<file path="src/rtl/onchip_memory_tester.sv">
// rtl/onchip_memory_tester.sv - Avalon-MM write/read-back tester for the on-chip RAM s2 port
module onchip_memory_tester #(
  parameter int MEM_DEPTH = 10240,
  parameter int ADDR_W    = 14,
  parameter int ERR_W     = 16
) (
  input  logic              clk,
  input  logic              reset_n,
  input  logic              start,
  input  logic              abort,
  input  logic              pause,
  input  logic [ADDR_W-1:0] start_addr,
  input  logic [14:0]       num_words,
  input  logic [31:0]       seed,
  input  logic              invert,
  output logic [ADDR_W-1:0] mem_address,
  output logic              mem_chipselect,
  output logic              mem_write,
  output logic [3:0]        mem_byteenable,
  output logic [31:0]       mem_writedata,
  output logic              mem_clken,
  input  logic [31:0]       mem_readdata,
  output logic              busy,
  output logic              done,
  output logic              pass,
  output logic [ERR_W-1:0]  error_count,
  output logic [ADDR_W-1:0] first_fail_addr,
  output logic [31:0]       first_fail_data
);

  typedef enum logic [2:0] {
    S_IDLE  = 3'd0,
    S_WRITE = 3'd1,
    S_READ  = 3'd2,
    S_DRAIN = 3'd3,
    S_DONE  = 3'd4
  } state_t;

  localparam logic [14:0]       DEPTH_N   = 15'(MEM_DEPTH);
  localparam logic [ADDR_W-1:0] LAST_ADDR = ADDR_W'(MEM_DEPTH - 1);

  state_t state_q, state_d;

  logic [ADDR_W-1:0] base_q, base_d;
  logic [ADDR_W-1:0] addr_q, addr_d;
  logic [14:0]       len_q, len_d;
  logic [14:0]       idx_q, idx_d;
  logic [31:0]       seed_q, seed_d;
  logic [31:0]       pat_q, pat_d;
  logic              inv_q, inv_d;
  logic              cmp_vld_q, cmp_vld_d;
  logic [31:0]       cmp_exp_q, cmp_exp_d;
  logic [ADDR_W-1:0] cmp_addr_q, cmp_addr_d;
  logic              pass_q, pass_d;
  logic [ERR_W-1:0]  err_q, err_d;
  logic [ADDR_W-1:0] ff_addr_q, ff_addr_d;
  logic [31:0]       ff_data_q, ff_data_d;

  logic [14:0]       n_clamped;
  logic              last_word;
  logic              aborting;
  logic              mismatch;
  logic [ADDR_W-1:0] addr_inc;
  logic [31:0]       expected;

  assign n_clamped = (num_words > DEPTH_N) ? DEPTH_N : num_words;
  assign last_word = (idx_q == len_q - 15'd1);
  assign aborting  = abort && (state_q != S_IDLE);
  assign mismatch  = cmp_vld_q && (mem_readdata != cmp_exp_q);
  assign addr_inc  = (addr_q == LAST_ADDR) ? '0 : addr_q + ADDR_W'(1);
  assign expected  = pat_q ^ {32{inv_q}};

  always_ff @(posedge clk or negedge reset_n) begin
    if (!reset_n) begin
      state_q <= S_IDLE;
    end else begin
      state_q <= state_d;
    end
  end

  always_comb begin
    state_d = state_q;
    if (aborting) begin
      state_d = S_IDLE;
    end else if (!pause) begin
      case (state_q)
        S_IDLE:  if (start) state_d = (n_clamped == '0) ? S_DONE : S_WRITE;
        S_WRITE: if (last_word) state_d = S_READ;
        S_READ:  if (last_word) state_d = S_DRAIN;
        S_DRAIN: state_d = S_DONE;
        S_DONE:  state_d = S_IDLE;
        default: state_d = S_IDLE;
      endcase
    end
  end

  always_comb begin
    busy           = (state_q == S_WRITE) || (state_q == S_READ) || (state_q == S_DRAIN);
    done           = (state_q == S_DONE);
    mem_chipselect = (state_q == S_WRITE) || (state_q == S_READ);
    mem_write      = (state_q == S_WRITE);
    mem_byteenable = mem_chipselect ? 4'hF : 4'h0;
    mem_address    = mem_chipselect ? addr_q : '0;
    mem_writedata  = mem_write ? expected : '0;
    mem_clken      = ~pause;
  end

  // Datapath: address/pattern walk plus a one-stage compare pipeline matching RAM latency.
  always_comb begin
    base_d     = base_q;
    addr_d     = addr_q;
    len_d      = len_q;
    idx_d      = idx_q;
    seed_d     = seed_q;
    pat_d      = pat_q;
    inv_d      = inv_q;
    cmp_vld_d  = cmp_vld_q;
    cmp_exp_d  = cmp_exp_q;
    cmp_addr_d = cmp_addr_q;
    pass_d     = pass_q;
    err_d      = err_q;
    ff_addr_d  = ff_addr_q;
    ff_data_d  = ff_data_q;
    if (aborting) begin
      cmp_vld_d = 1'b0;
      pass_d    = 1'b0;
    end else if (!pause) begin
      cmp_vld_d  = (state_q == S_READ);
      cmp_exp_d  = expected;
      cmp_addr_d = addr_q;
      if (mismatch) begin
        if (!(&err_q)) err_d = err_q + ERR_W'(1);
        if (err_q == '0) begin
          ff_addr_d = cmp_addr_q;
          ff_data_d = mem_readdata;
        end
      end
      case (state_q)
        S_IDLE: begin
          if (start) begin
            base_d    = start_addr;
            addr_d    = start_addr;
            len_d     = n_clamped;
            idx_d     = '0;
            seed_d    = seed;
            pat_d     = seed;
            inv_d     = invert;
            err_d     = '0;
            ff_addr_d = '0;
            ff_data_d = '0;
            pass_d    = (n_clamped == '0);
          end
        end
        S_WRITE, S_READ: begin
          if (last_word) begin
            idx_d  = '0;
            addr_d = base_q;
            pat_d  = seed_q;
          end else begin
            idx_d  = idx_q + 15'd1;
            addr_d = addr_inc;
            pat_d  = pat_q + 32'd1;
          end
        end
        S_DRAIN: pass_d = (err_d == '0);
        default: ;
      endcase
    end
  end

  always_ff @(posedge clk or negedge reset_n) begin
    if (!reset_n) begin
      base_q     <= '0;
      addr_q     <= '0;
      len_q      <= '0;
      idx_q      <= '0;
      seed_q     <= '0;
      pat_q      <= '0;
      inv_q      <= 1'b0;
      cmp_vld_q  <= 1'b0;
      cmp_exp_q  <= '0;
      cmp_addr_q <= '0;
      pass_q     <= 1'b0;
      err_q      <= '0;
      ff_addr_q  <= '0;
      ff_data_q  <= '0;
    end else begin
      base_q     <= base_d;
      addr_q     <= addr_d;
      len_q      <= len_d;
      idx_q      <= idx_d;
      seed_q     <= seed_d;
      pat_q      <= pat_d;
      inv_q      <= inv_d;
      cmp_vld_q  <= cmp_vld_d;
      cmp_exp_q  <= cmp_exp_d;
      cmp_addr_q <= cmp_addr_d;
      pass_q     <= pass_d;
      err_q      <= err_d;
      ff_addr_q  <= ff_addr_d;
      ff_data_q  <= ff_data_d;
    end
  end

  assign pass            = pass_q;
  assign error_count     = err_q;
  assign first_fail_addr = ff_addr_q;
  assign first_fail_data = ff_data_q;

endmodule

</file>
<file path="config.mk">
export PLATFORM = sky130hd
export DESIGN_NAME = onchip_memory_tester
export DESIGN_NICKNAME = d
export VERILOG_FILES = /design/src/rtl/onchip_memory_tester.sv
export SDC_FILE = /design/constraint.sdc
export NUM_CORES = 1
export LEC_CHECK = 0
export CAP_MARGIN = 20
export CORE_ASPECT_RATIO = 1.2
export CORE_UTILIZATION = 54
export DETAILED_ROUTE_END_ITERATION = 10
export PLACE_DENSITY_LB_ADDON = 0.15
export RECOVER_POWER = 100
export SLEW_MARGIN = 20
export SYNTH_ARGS = -nofsm -noshare
export SYNTH_HDL_FRONTEND = slang
export SYNTH_SLANG_ARGS = --single-unit
</file>
<file path="constraint.sdc">
create_clock -name clk -period 3.5 [get_ports clk]
set_input_delay 1.05 -clock clk [delete_from_list [all_inputs] [get_ports clk]]
set_output_delay 1.05 -clock clk [all_outputs]
set_load 0.005 [all_outputs]
</file>
==> results of run 1 <==
per-layer routing:
layer,track usage [%],up-vias
li1,-,5658
met1,44.60,5918
met2,52.87,546
met3,4.649,80
met4,10.47,0
met5,0,-
power groups by stage:
stage / clock network (mW) / logic [mW] / registers [mW]
after CTS: 2.41 / 5.52 / 4.59
after global routing: 2.52 / 6.04 / 4.73
after global placement: 0 / 5.36 / 4.60
final: 2.38 / 5.52 / 4.63
after detailed placement: 0 / 5.47 / 4.63
after floorplan: 0 / 3.49 / 4.17
cell usage in the layout, fill, tap and decap left out, types with 4 or more instances in the layout:
cell	count
nand2_1	340
dfrtp_1	235
a21oi_1	142
clkdlybuf4s50_1	142
nor2_1	134
dlygate4sd3_1	73
o21ai_0	66
xnor2_1	62
xor2_1	52
buf_4	44
and3_1	33
nand3_1	29
o211ai_1	29
inv_1	24
clkbuf_16	24
nand4_1	21
mux2i_1	20
o22ai_1	18
nor3_1	17
nor4_1	16
clkbuf_1	15
a22o_1	13
a22oi_1	12
or3_1	9
clkinv_2	9
a21o_1	8
a31oi_1	7
o31ai_1	7
nor3b_1	7
o2111ai_1	6
ha_1	6
clkbuf_2	6
buf_12	6
and2_1	5
a31o_2	5
nand2b_1	5
o22a_1	5
or2_2	4
nor4_2	4
a2bb2oi_1	4
kinds of logic (layout without fill, tap and decap cells):
| group | after synthesis | after routing | synth area share [%] |
|---|---|---|---|
| XOR/XNOR | 114 | 114 | 7.729 |
| flip-flops | 236 | 236 | 45.71 |
| AO/OA/AOI/OAI | 363 | 363 | 17.61 |
| adder cells (fa/ha/maj) | 6 | 6 | 0.5811 |
| AND/OR/NAND/NOR | 648 | 648 | 22.22 |
| multiplexers | 21 | 21 | 1.637 |
| buffers and inverters | 141 | 350 | 4.513 |
area by class of cell:
class                   instances  share of cell area [%]
multi-input cells            1152                   39.78
flip-flops and latches        236                   36.28
repair buffers                284                   16.59
clock buffers                  32                   3.996
well taps                     315                   2.421
inverters                      24                  0.5533
clock inverters                10                  0.3766
sequential cells by signal, summed over array words and instances (netlist names):
name / flops
cmp_exp_q: 32
first_fail_data: 32
pat_q: 32
seed_q: 32
error_count: 16
idx_q: 15
len_q: 15
addr_q: 14
base_q: 14
cmp_addr_q: 14
first_fail_addr: 14
state_q: 3
cmp_vld_q: 1
inv_q: 1
pass: 1
worst paths after layout:
path,from,to,slack [ps],depth (start not counted)
worst max-delay path,state_q[0],mem_writedata[31],60,5
worst min-delay path,base_q[2],base_q[2],470,2
worst max register to register,len_q[0],addr_q[1],270,12
worst min register to register,base_q[2],base_q[2],470,2
max in group asynchronous,reset_n,first_fail_data[0],510,2
min in group asynchronous,reset_n,error_count[0],1040,1
worst min-delay path, stage by stage (launching register included):
cell,delay [ps]
dfrtp_1,330
nand2_1,50
nand2_1,60
timing repair:
action                                  4_1_cts  5_1_grt
resized for setup                             4        4
hold endpoints to repair                      0        0
buffers inserted                              0        2
endpoints found under the setup margin       30       43
through the flow:
stage | instance area (um2) | TNS [ps] | instances | worst slack [ps]
after floorplan | 12920 | 0 | 1529 | 409.2
after global placement | 15660 | -6909 | 2009 | -286.0
after detailed placement | 15660 | -8549 | 2009 | -365.7
after CTS | 16380 | 0 | 2051 | 2.283
after global routing | 16280 | 0 | 2053 | 7.878
final | 16280 | 0 | 2053 | 62.96
==> metrics, run 1 <==
EDFF count, synth 0; synth warn 0; top cells by count, synth 340 x nand2_1, 236 x dfrtp_1, 144 x a21oi_1, 138 x nor2_1, 86 x clkbuf_1; H-tree depth 1; hold slack 468.5 ps; Synth top area share 45.71%; highest clock rate 0.2909 GHz; Initial Utilization 55.31%; Hold Vio Cnt, Final 0; CTS tree yes; Worst-Skew Late Latency 530 ps; Reg power frac 36.9%; area of the multi-input gates 6476 um2; CP required 2450 ps; Yosys reg bits 236; WS Path Type register to output pin; CTS sink cnt 236; Top delay family on crit path buffers and inverters; cts hold-fix bufs 0; Mapped Area 12920 um2; vias per cell 5.943; critical path, cell by cell inv_1, or3_1, buf_6, nor2_1, clkdlybuf4s50_1; layout cells sized above 1 7.192%; Metal-1 WL 16600 um; setup violators final 0; crit path max-delay cell type clkdlybuf4s50_1; Area Growth Syn to Fin 26.02%; maxcap violations 1; clock-pin slew on the worst setup and hold paths 60 ps; fin. max-slew vios 72; Synth area leaders dfrtp_1 46%, nand2_1 9.9%, a21oi_1 5.6%, xnor2_1 4.2%, nor2_1 4.0%; Vias 12202; Sw Share 40.77%; Die Width 143.2 um; core area 23350 um2; crit share post-route 98.20%; io pins 217; Residual DRC 0; gpl congestion 0.8974; WL/cell 19.20 um; Post-DRT Antenna Nets 0; largest net degree at the start of global routing 88; Root Buffer Master clkbuf_16; PnR Total Power 12.54 mW; RSZ-0062 raised after global routing no; most frequent cell after synthesis nand2_1; CP startpoint kind register; Buffers on Ports 216; chip height 171.4 um; Worst slew margin -25.62%; Worst-Margin Slew 1884 ps; Final nets 1827; CP arrival 2390 ps; first-pass GRT wire length 62210 um; sequential cell area 5907 um2; Detail Route met3 WL 3016 um; CP max FO 33; Final Skew 10.85 ps; DIE AREA 24550 um2; Row Count 61; Core Util, Final 69.71%; # diodes 0; CTS buffer count 24; Static Leak 7.281 nW; dominant synthesized flop cell dfrtp_1; met2 WL 18510 um; Int Pwr 7.428 mW; Post-Syn Area per Cell 8.449 um2; Clk pwr share 19.0%; outcome finished with violations; Pwr Density 770.3 nW/um2; Max Used Layer met4; Gate Count Post-Synth 1529; Fillers 1900; combinational power share 44.1%; Synth area leader dfrtp_1; GRT Overall Usage 32.46%; initial antenna violation count 0; Syn Nets 1634; Final min period 3437 ps; peak supply drop 565.8 uV; grt ovf 0; DP HPWL 27830 um; Crit path buffers/inverters 3; Async SR Flop Fraction 100.0%; WL final 39420 um; sw power 5.112 mW; post-synth cell types 72; endpoint class of the critical path output pin; CTS Buffer Depth 3; vias in the first global route 11425; CP max stage delay 540 ps; failing checks capacitance limit, slew limit; DRT iter0 DRCs 1107; drt first pass iters 6; Hold WC Path Type register to register; Seq/Total Area, Yosys 45.71%
Power figures use the tool's default switching activity.
==> run 2: changes to the inputs <==
--- a/config.mk
+++ b/config.mk
@@ -5,6 +5,7 @@
 export SDC_FILE = /design/constraint.sdc
 export NUM_CORES = 1
 export LEC_CHECK = 0
+export ABC_CLOCK_PERIOD_IN_PS = 3500
 export CAP_MARGIN = 20
 export CORE_ASPECT_RATIO = 1.2
 export CORE_UTILIZATION = 54
==> results of run 2 <==
Same layout as run 1: the final DEF is identical, and so are final timing and power.
